<file path="config.mk">
export PLATFORM = sky130hd
export DESIGN_NAME = bbc_mouse_joystick
export DESIGN_NICKNAME = d
export VERILOG_FILES = /design/src/rtl/bbc_analog_pkg.sv /design/src/rtl/mouse_axis.sv /design/src/rtl/bbc_mouse_joystick.sv
export SDC_FILE = /design/constraint.sdc
export NUM_CORES = 1
export LEC_CHECK = 0
export BUFFER_PORTS_ARGS = -buffer_cell sky130_fd_sc_hd__buf_4
export CAP_MARGIN = 40
export CORE_MARGIN = 8
export CORE_UTILIZATION = 37
export DETAILED_ROUTE_END_ITERATION = 16
export PLACE_DENSITY_LB_ADDON = 0.15
export SYNTH_ARGS = -nofsm -noshare
export SYNTH_HDL_FRONTEND = slang
export SYNTH_SLANG_ARGS = --single-unit
export TNS_END_PERCENT = 50
</file>
<file path="constraint.sdc">
create_clock -name clk_sys -period 5.2 [get_ports clk_sys]
set_clock_uncertainty 0.2 [all_clocks]
set_input_delay 1.56 -clock clk_sys [delete_from_list [all_inputs] [get_ports clk_sys]]
set_output_delay 1.56 -clock clk_sys [all_outputs]
set_load 0.1 [all_outputs]
</file>
<file path="src/rtl/bbc_analog_pkg.sv">
// Shared types and ADC mapping for the BBC analog front end.
// Mouse position axes, centring FSM states, signed-to-ADC helper.
package bbc_analog_pkg;

  localparam int POS_MIN = -128;
  localparam int POS_MAX = 127;

  typedef logic signed [8:0] axis_t;

  typedef enum logic {
    IDLE_WAIT,
    DECAY
  } centre_state_e;

  // Signed stick value to the uPD7002 12-bit scale (+127 top, -128 bottom).
  function automatic logic [11:0] to_adc12(input logic signed [7:0] v);
    logic [7:0] b;
    b = 8'hFF - {~v[7], v[6:0]};
    return {b, b[7:4]};
  endfunction

endpackage

</file>
<file path="src/rtl/mouse_axis.sv">
// One mouse-emulated stick axis: clamp the packet delta, saturate the
// accumulated position, clear it, and step it toward zero on decay.
module mouse_axis
  import bbc_analog_pkg::*;
#(
  parameter int DELTA_MAX = 10,
  parameter bit INVERT    = 1'b0
) (
  input  logic       clk_sys,
  input  logic       reset,
  input  logic       clear,
  input  logic       accept,
  input  logic       sign,
  input  logic [7:0] mag,
  input  logic       decay,
  output axis_t      pos
);

  localparam logic signed [9:0] DMAX = 10'(DELTA_MAX);
  localparam logic signed [9:0] PMAX = 10'(POS_MAX);
  localparam logic signed [9:0] PMIN = 10'(POS_MIN);

  logic signed [8:0] raw;
  logic signed [8:0] half;
  logic signed [9:0] pos_w;
  logic signed [9:0] delta;
  logic signed [9:0] sum;
  axis_t             nxt;

  assign raw   = {sign, mag};
  assign half  = raw >>> 1;
  assign pos_w = {pos[8], pos};

  always_comb begin
    delta = {half[8], half};
    if (delta > DMAX) begin
      delta = DMAX;
    end else if (delta < -DMAX) begin
      delta = -DMAX;
    end
    sum = INVERT ? pos_w - delta : pos_w + delta;
    if (sum > PMAX) begin
      sum = PMAX;
    end else if (sum < PMIN) begin
      sum = PMIN;
    end
    nxt = pos;
    if (accept) begin
      nxt = sum[8:0];
    end else if (decay && pos != '0) begin
      nxt = pos[8] ? pos + 9'sd1 : pos - 9'sd1;
    end
  end

  always_ff @(posedge clk_sys) begin
    if (reset || clear) begin
      pos <= '0;
    end else begin
      pos <= nxt;
    end
  end

endmodule

</file>
<file path="src/rtl/bbc_mouse_joystick.sv">
// Mouse/joystick arbitration, channel swap and self-centring in front of
// the BBC core ADC channels and fire lines.
module bbc_mouse_joystick
  import bbc_analog_pkg::*;
#(
  parameter int DELTA_MAX   = 10,
  parameter int IDLE_CYCLES = 0,
  parameter int DECAY_STEP  = 65536
) (
  input  logic        clk_sys,
  input  logic        reset,
  input  logic        recentre,
  input  logic        mouse_en,
  input  logic        swap,
  input  logic [24:0] ps2_mouse,
  input  logic [15:0] joy1,
  input  logic [15:0] joy2,
  input  logic [7:0]  joy1_x,
  input  logic [7:0]  joy1_y,
  input  logic [7:0]  joy2_x,
  input  logic [7:0]  joy2_y,
  output logic [11:0] joystick1_x,
  output logic [11:0] joystick1_y,
  output logic [11:0] joystick2_x,
  output logic [11:0] joystick2_y,
  output logic        joystick1_fire,
  output logic        joystick2_fire,
  output logic        emu_active
);

  localparam bit          CENTRE_EN = IDLE_CYCLES > 0;
  localparam logic [31:0] IDLE_LAST = 32'(IDLE_CYCLES - 1);
  localparam logic [31:0] STEP_LAST = 32'(DECAY_STEP - 1);

  logic          stb_q;
  logic          accept;
  logic          clear;
  logic          mfire;
  logic          decay;
  axis_t         mx;
  axis_t         my;
  centre_state_e state;
  centre_state_e state_nxt;
  logic [31:0]   idle_cnt;
  logic [31:0]   idle_nxt;
  logic [31:0]   step_cnt;
  logic [31:0]   step_nxt;
  logic [7:0]    ax;
  logic [7:0]    ay;
  logic          af;
  logic          unused;

  assign accept = (ps2_mouse[24] != stb_q) && mouse_en;
  assign clear  = (joy1 != '0) || recentre || !mouse_en;
  assign unused = ^{joy2[15:5], joy2[3:0], ps2_mouse[7:6],
                    ps2_mouse[3:2], mx[8], my[8]};

  // The strobe is consumed every cycle, including reset and clear.
  always_ff @(posedge clk_sys) begin
    stb_q <= ps2_mouse[24];
    if (reset || clear) begin
      emu_active <= 1'b0;
    end else if (accept) begin
      emu_active <= 1'b1;
    end
    if (reset) begin
      mfire <= 1'b0;
    end else if (accept) begin
      mfire <= |ps2_mouse[1:0];
    end
  end

  mouse_axis #(
    .DELTA_MAX (DELTA_MAX),
    .INVERT    (1'b0)
  ) u_axis_x (
    .clk_sys (clk_sys),
    .reset   (reset),
    .clear   (clear),
    .accept  (accept),
    .sign    (ps2_mouse[4]),
    .mag     (ps2_mouse[15:8]),
    .decay   (decay),
    .pos     (mx)
  );

  mouse_axis #(
    .DELTA_MAX (DELTA_MAX),
    .INVERT    (1'b1)
  ) u_axis_y (
    .clk_sys (clk_sys),
    .reset   (reset),
    .clear   (clear),
    .accept  (accept),
    .sign    (ps2_mouse[5]),
    .mag     (ps2_mouse[23:16]),
    .decay   (decay),
    .pos     (my)
  );

  always_ff @(posedge clk_sys) begin
    if (reset) begin
      state    <= IDLE_WAIT;
      idle_cnt <= '0;
      step_cnt <= '0;
    end else begin
      state    <= state_nxt;
      idle_cnt <= idle_nxt;
      step_cnt <= step_nxt;
    end
  end

  // Decay pulses keep coming once centred; they have no effect at zero.
  always_comb begin
    state_nxt = state;
    idle_nxt  = idle_cnt;
    step_nxt  = step_cnt;
    decay     = 1'b0;
    if (accept) begin
      state_nxt = IDLE_WAIT;
      idle_nxt  = '0;
      step_nxt  = '0;
    end else if (CENTRE_EN) begin
      unique case (state)
        IDLE_WAIT: begin
          idle_nxt = idle_cnt + 32'd1;
          if (idle_cnt == IDLE_LAST) begin
            state_nxt = DECAY;
            step_nxt  = '0;
          end
        end
        DECAY: begin
          if (step_cnt == STEP_LAST) begin
            step_nxt = '0;
            decay    = 1'b1;
          end else begin
            step_nxt = step_cnt + 32'd1;
          end
        end
      endcase
    end
  end

  always_comb begin
    ax = joy1_x;
    ay = joy1_y;
    af = joy1[4];
    if (emu_active) begin
      ax = mx[7:0];
      ay = my[7:0];
      af = mfire;
    end
  end

  always_ff @(posedge clk_sys) begin
    if (reset) begin
      joystick1_x    <= 12'h7F7;
      joystick1_y    <= 12'h7F7;
      joystick2_x    <= 12'h7F7;
      joystick2_y    <= 12'h7F7;
      joystick1_fire <= 1'b1;
      joystick2_fire <= 1'b1;
    end else if (swap) begin
      joystick1_x    <= to_adc12(joy2_x);
      joystick1_y    <= to_adc12(joy2_y);
      joystick2_x    <= to_adc12(ax);
      joystick2_y    <= to_adc12(ay);
      joystick1_fire <= ~joy2[4];
      joystick2_fire <= ~af;
    end else begin
      joystick1_x    <= to_adc12(ax);
      joystick1_y    <= to_adc12(ay);
      joystick2_x    <= to_adc12(joy2_x);
      joystick2_y    <= to_adc12(joy2_y);
      joystick1_fire <= ~af;
      joystick2_fire <= ~joy2[4];
    end
  end

endmodule

</file>
==> impl_metrics.csv <==
group,metric,value,unit
yosys,yosys_register_bits,55,
sta,finalSetupTns,0,ps
final_layout,final_nets,633,
yosys,ys_types,53,
route,dr.pass1.iters,4,
sta,setup_ws,381,ps
clock_network,cts_tree,"done",
critical_path,cp_max_fo,8,
route,drt_iter0_drc,147,
final_layout,area_delta_synth_final,28.9,%
die,core,0.00911,mm^2
clock_network,cts-buffers-inserted,5,
yosys,syn_area_per_cell,8.23,um^2
sta,worst_pin_slew,570,ps
critical_path,ff2ff_setup_slack,2280,ps
yosys,syn_nets,534,
sta,setup_viol,0,
die,dieArea,0.0126,mm^2
global_routing,grt_start_max_net_pins,69,
placement,io_buffers,123,
yosys,synth_top_area_frac,0.321,
global_routing,grt_pass1_wl,15100,um
global_routing,overflow,0,
placement,dpl.hpwl,7510,um
yosys,synth_largest_area_cell,"dfxtp_1",
yosys,yosysWarnings,0,
critical_path,critPathCaptureType,"register",
global_routing,first_global_vias,3177,
critical_path,worstPathArrival,4820,ps
critical_path,r2r-end,"u_axis_y.pos[4]",
sta,fmax,0.208,GHz
die,dieWidth,112,um
yosys,async_flop_share,0,
clock_network,cts_setup_buffers,0,
worst_hold_path,hp-class,"reg2reg",
yosys,synth_edf_count,0,
sta,slew_viol_final,0,
yosys,synthesis.area,0.00343,mm^2
pwr,power.density,244,mW/mm^2
critical_path,slowest_delay,400,ps
route,num_vias,3210,
critical_path,crit_required,5200,ps
route,drc,0,
die,start_util,0.377,
clock_network,post_cts_resized,0,
sta,fin_crit_sh,0.927,
clock_network,cts_hold_buf,0,
yosys,synthFlopType,"dfxtp_1",
global_routing,antenna_found_initial,0,
clock_network,cts.sinks,55,
clock_network,insertion_delay,300,ps
placement,dp_slack,35.3,ps
yosys,syn_inst,417,
clock_network,clock_path_buffers,2,
route,avgViaCountPerCell,5.11,
sta,maxSlewHeadroom,0.620,
critical_path,timing.rr.start,"u_axis_y.pos[0]",
critical_path,start_kind,"input pin",
critical_path,crit_slowest_cell,"fa_1",
clock_network,htree_levels,2,
die,num_rows,35,
clock_network,clk_pin_slew_worst_paths,100,ps
route,finalWirelength,9130,um
final_layout,drive_gt1_frac,0.280,
pwr,power.leakage,0.00196,uW
critical_path,critPathKind,"in2reg",
critical_path,path_cells,"buf_4, nand4_1, or2_2, ha_1, inv_1, and3_1, ha_1, inv_1, fa_1, a21oi_1, o21ai_1, a21oi_1, a22oi_2, xnor2_2, o211ai_1, and4_1",
pwr,peakVddDrop,0.115,mV
route,wl_per_cell,14.5,um
yosys,yosysSeqAreaShare,0.321,
final_layout,antenna_cells,0,
sta,final-hold-violation-count,0,
worst_hold_path,holdPathStages,1,
worst_hold_path,hold_start,"u_axis_x.pos[8]",
route,ant_nets,0,
global_routing,grt_usage,0.141,
run,max_cap_violations,0,
yosys,synth_area_leaders,"dfxtp_1 32%, ha_1 7.7%, nor2_1 5.6%, o21ai_0 5.5%, mux2i_1 5.0%",
clock_network,cts_root_buffer,"clkbuf_8",
status,status,"finished clean",
worst_hold_path,hold_end,"u_axis_x.pos[8]",
sta,min_period,4820,ps
placement,finalWeightedCongestion,0.846,
sta,rsz0062_at_grt,"no",
die,top_level_ports,145,
die,die_y,112,um
critical_path,r2r_cells,11,
metal layers:
layer,GRT usage,share of wire,up-vias
met5,0,0,-
met4,0.0351,0.0079,0
met3,0.0317,0.057,4
met2,0.247,0.48,74
met1,0.171,0.46,1461
li1,-,-,1671
synth_stat cells (3+ instances only):
library cell and number:
a211o_1 15, a211oi_1 3, a21o_1 8, a21oi_1 22, a221oi_1 3, a31oi_1 11, and3_1 3, buf_1 3
buf_4 16, clkbuf_1 15, dfxtp_1 55, ha_1 21, inv_1 15, mux2i_1 17, nand2_1 30, nand2b_1 22
nand3_1 7, nand4_1 3, nor2_1 51, nor3_1 5, nor4_1 3, o2111a_1 3, o21a_1 3, o21ai_0 38
xnor2_1 8, xor2_1 3
report_power, final:
group	internal [uW]	total [uW]	switching, uW
logic	115	401	286
clock network	94.0	233	139
registers	440	447	7.23
total	649	1080	432
worst max-delay path: cells and delay by family:
kind            cells  cell delay [ps]
compound gates      5              990
fa+ha+maj           3              900
simple gates        4              790
xor+xnor            1              350
buf+inv             3              240
worst max path at each step:
stage               cells after the start              end     startpoint
floorplan                              15  u_axis_y.pos[6]  ps2_mouse[22]
global placement                       16  u_axis_y.pos[6]  ps2_mouse[22]
detailed placement                     16  u_axis_y.pos[4]  ps2_mouse[22]
CTS                                    16  u_axis_y.pos[4]  ps2_mouse[22]
global route                           16  u_axis_y.pos[4]  ps2_mouse[22]
finish                                 16  u_axis_y.pos[4]  ps2_mouse[22]
stage by stage:
step	hold slack (ps)	cell area [um^2]	util	total power (uW)	cells
floorplan	241	3430	-	759	417
global placement	266	4340	0.476	854	620
detailed placement	273	4340	0.476	859	620
CTS	296	4420	0.486	1090	628
global route	333	4420	0.486	1130	628
finish	299	4420	0.486	1080	628
placed cells by master, fill, tap and decap left out, types with 8 or more instances in the layout:
cell / netlist / layout
mux2i_1: 17 / 17
a211o_1: 15 / 15
dfxtp_1: 55 / 55
nor2_1: 51 / 51
ha_1: 21 / 21
nand2_1: 30 / 30
buf_4: 16 / 128
a21oi_1: 22 / 22
o21ai_0: 38 / 38
a31oi_1: 11 / 11
inv_1: 15 / 15
nand2b_1: 22 / 22
xnor2_1: 8 / 8
a21o_1: 8 / 8
cells by family (layout without fill, tap and decap cells):
logic type	count (synthesis)	after routing	synth area share
and+or+nand+nor	136	136	0.194
buffers and inverters	51	151	0.0740
DFF	55	55	0.321
AOI/OAI and AO/OA	123	123	0.241
adders and majority gates	23	23	0.0882
muxes	17	17	0.0496
xor gates and xnor gates	12	12	0.0328
sequential cells by signal, indices dropped and copies added, names as in the netlist:
name            flops
joystick2_fire      1
joystick2_x         8
joystick1_y         8
u_axis_x.pos        9
joystick2_y         8
stb_q               1
joystick1_fire      1
u_axis_y.pos        9
mfire               1
joystick1_x         8
emu_active          1
layout make-up:
class	instances	area, um^2
inverter	15	56.3
sequential	55	1100
clock inverter	3	20.0
clock buffer	5	68.8
fill	938	4680
multi-input combinational	311	2080
tap	111	139
timing repair buffer	128	961
(Power assumes the default switching activity.)
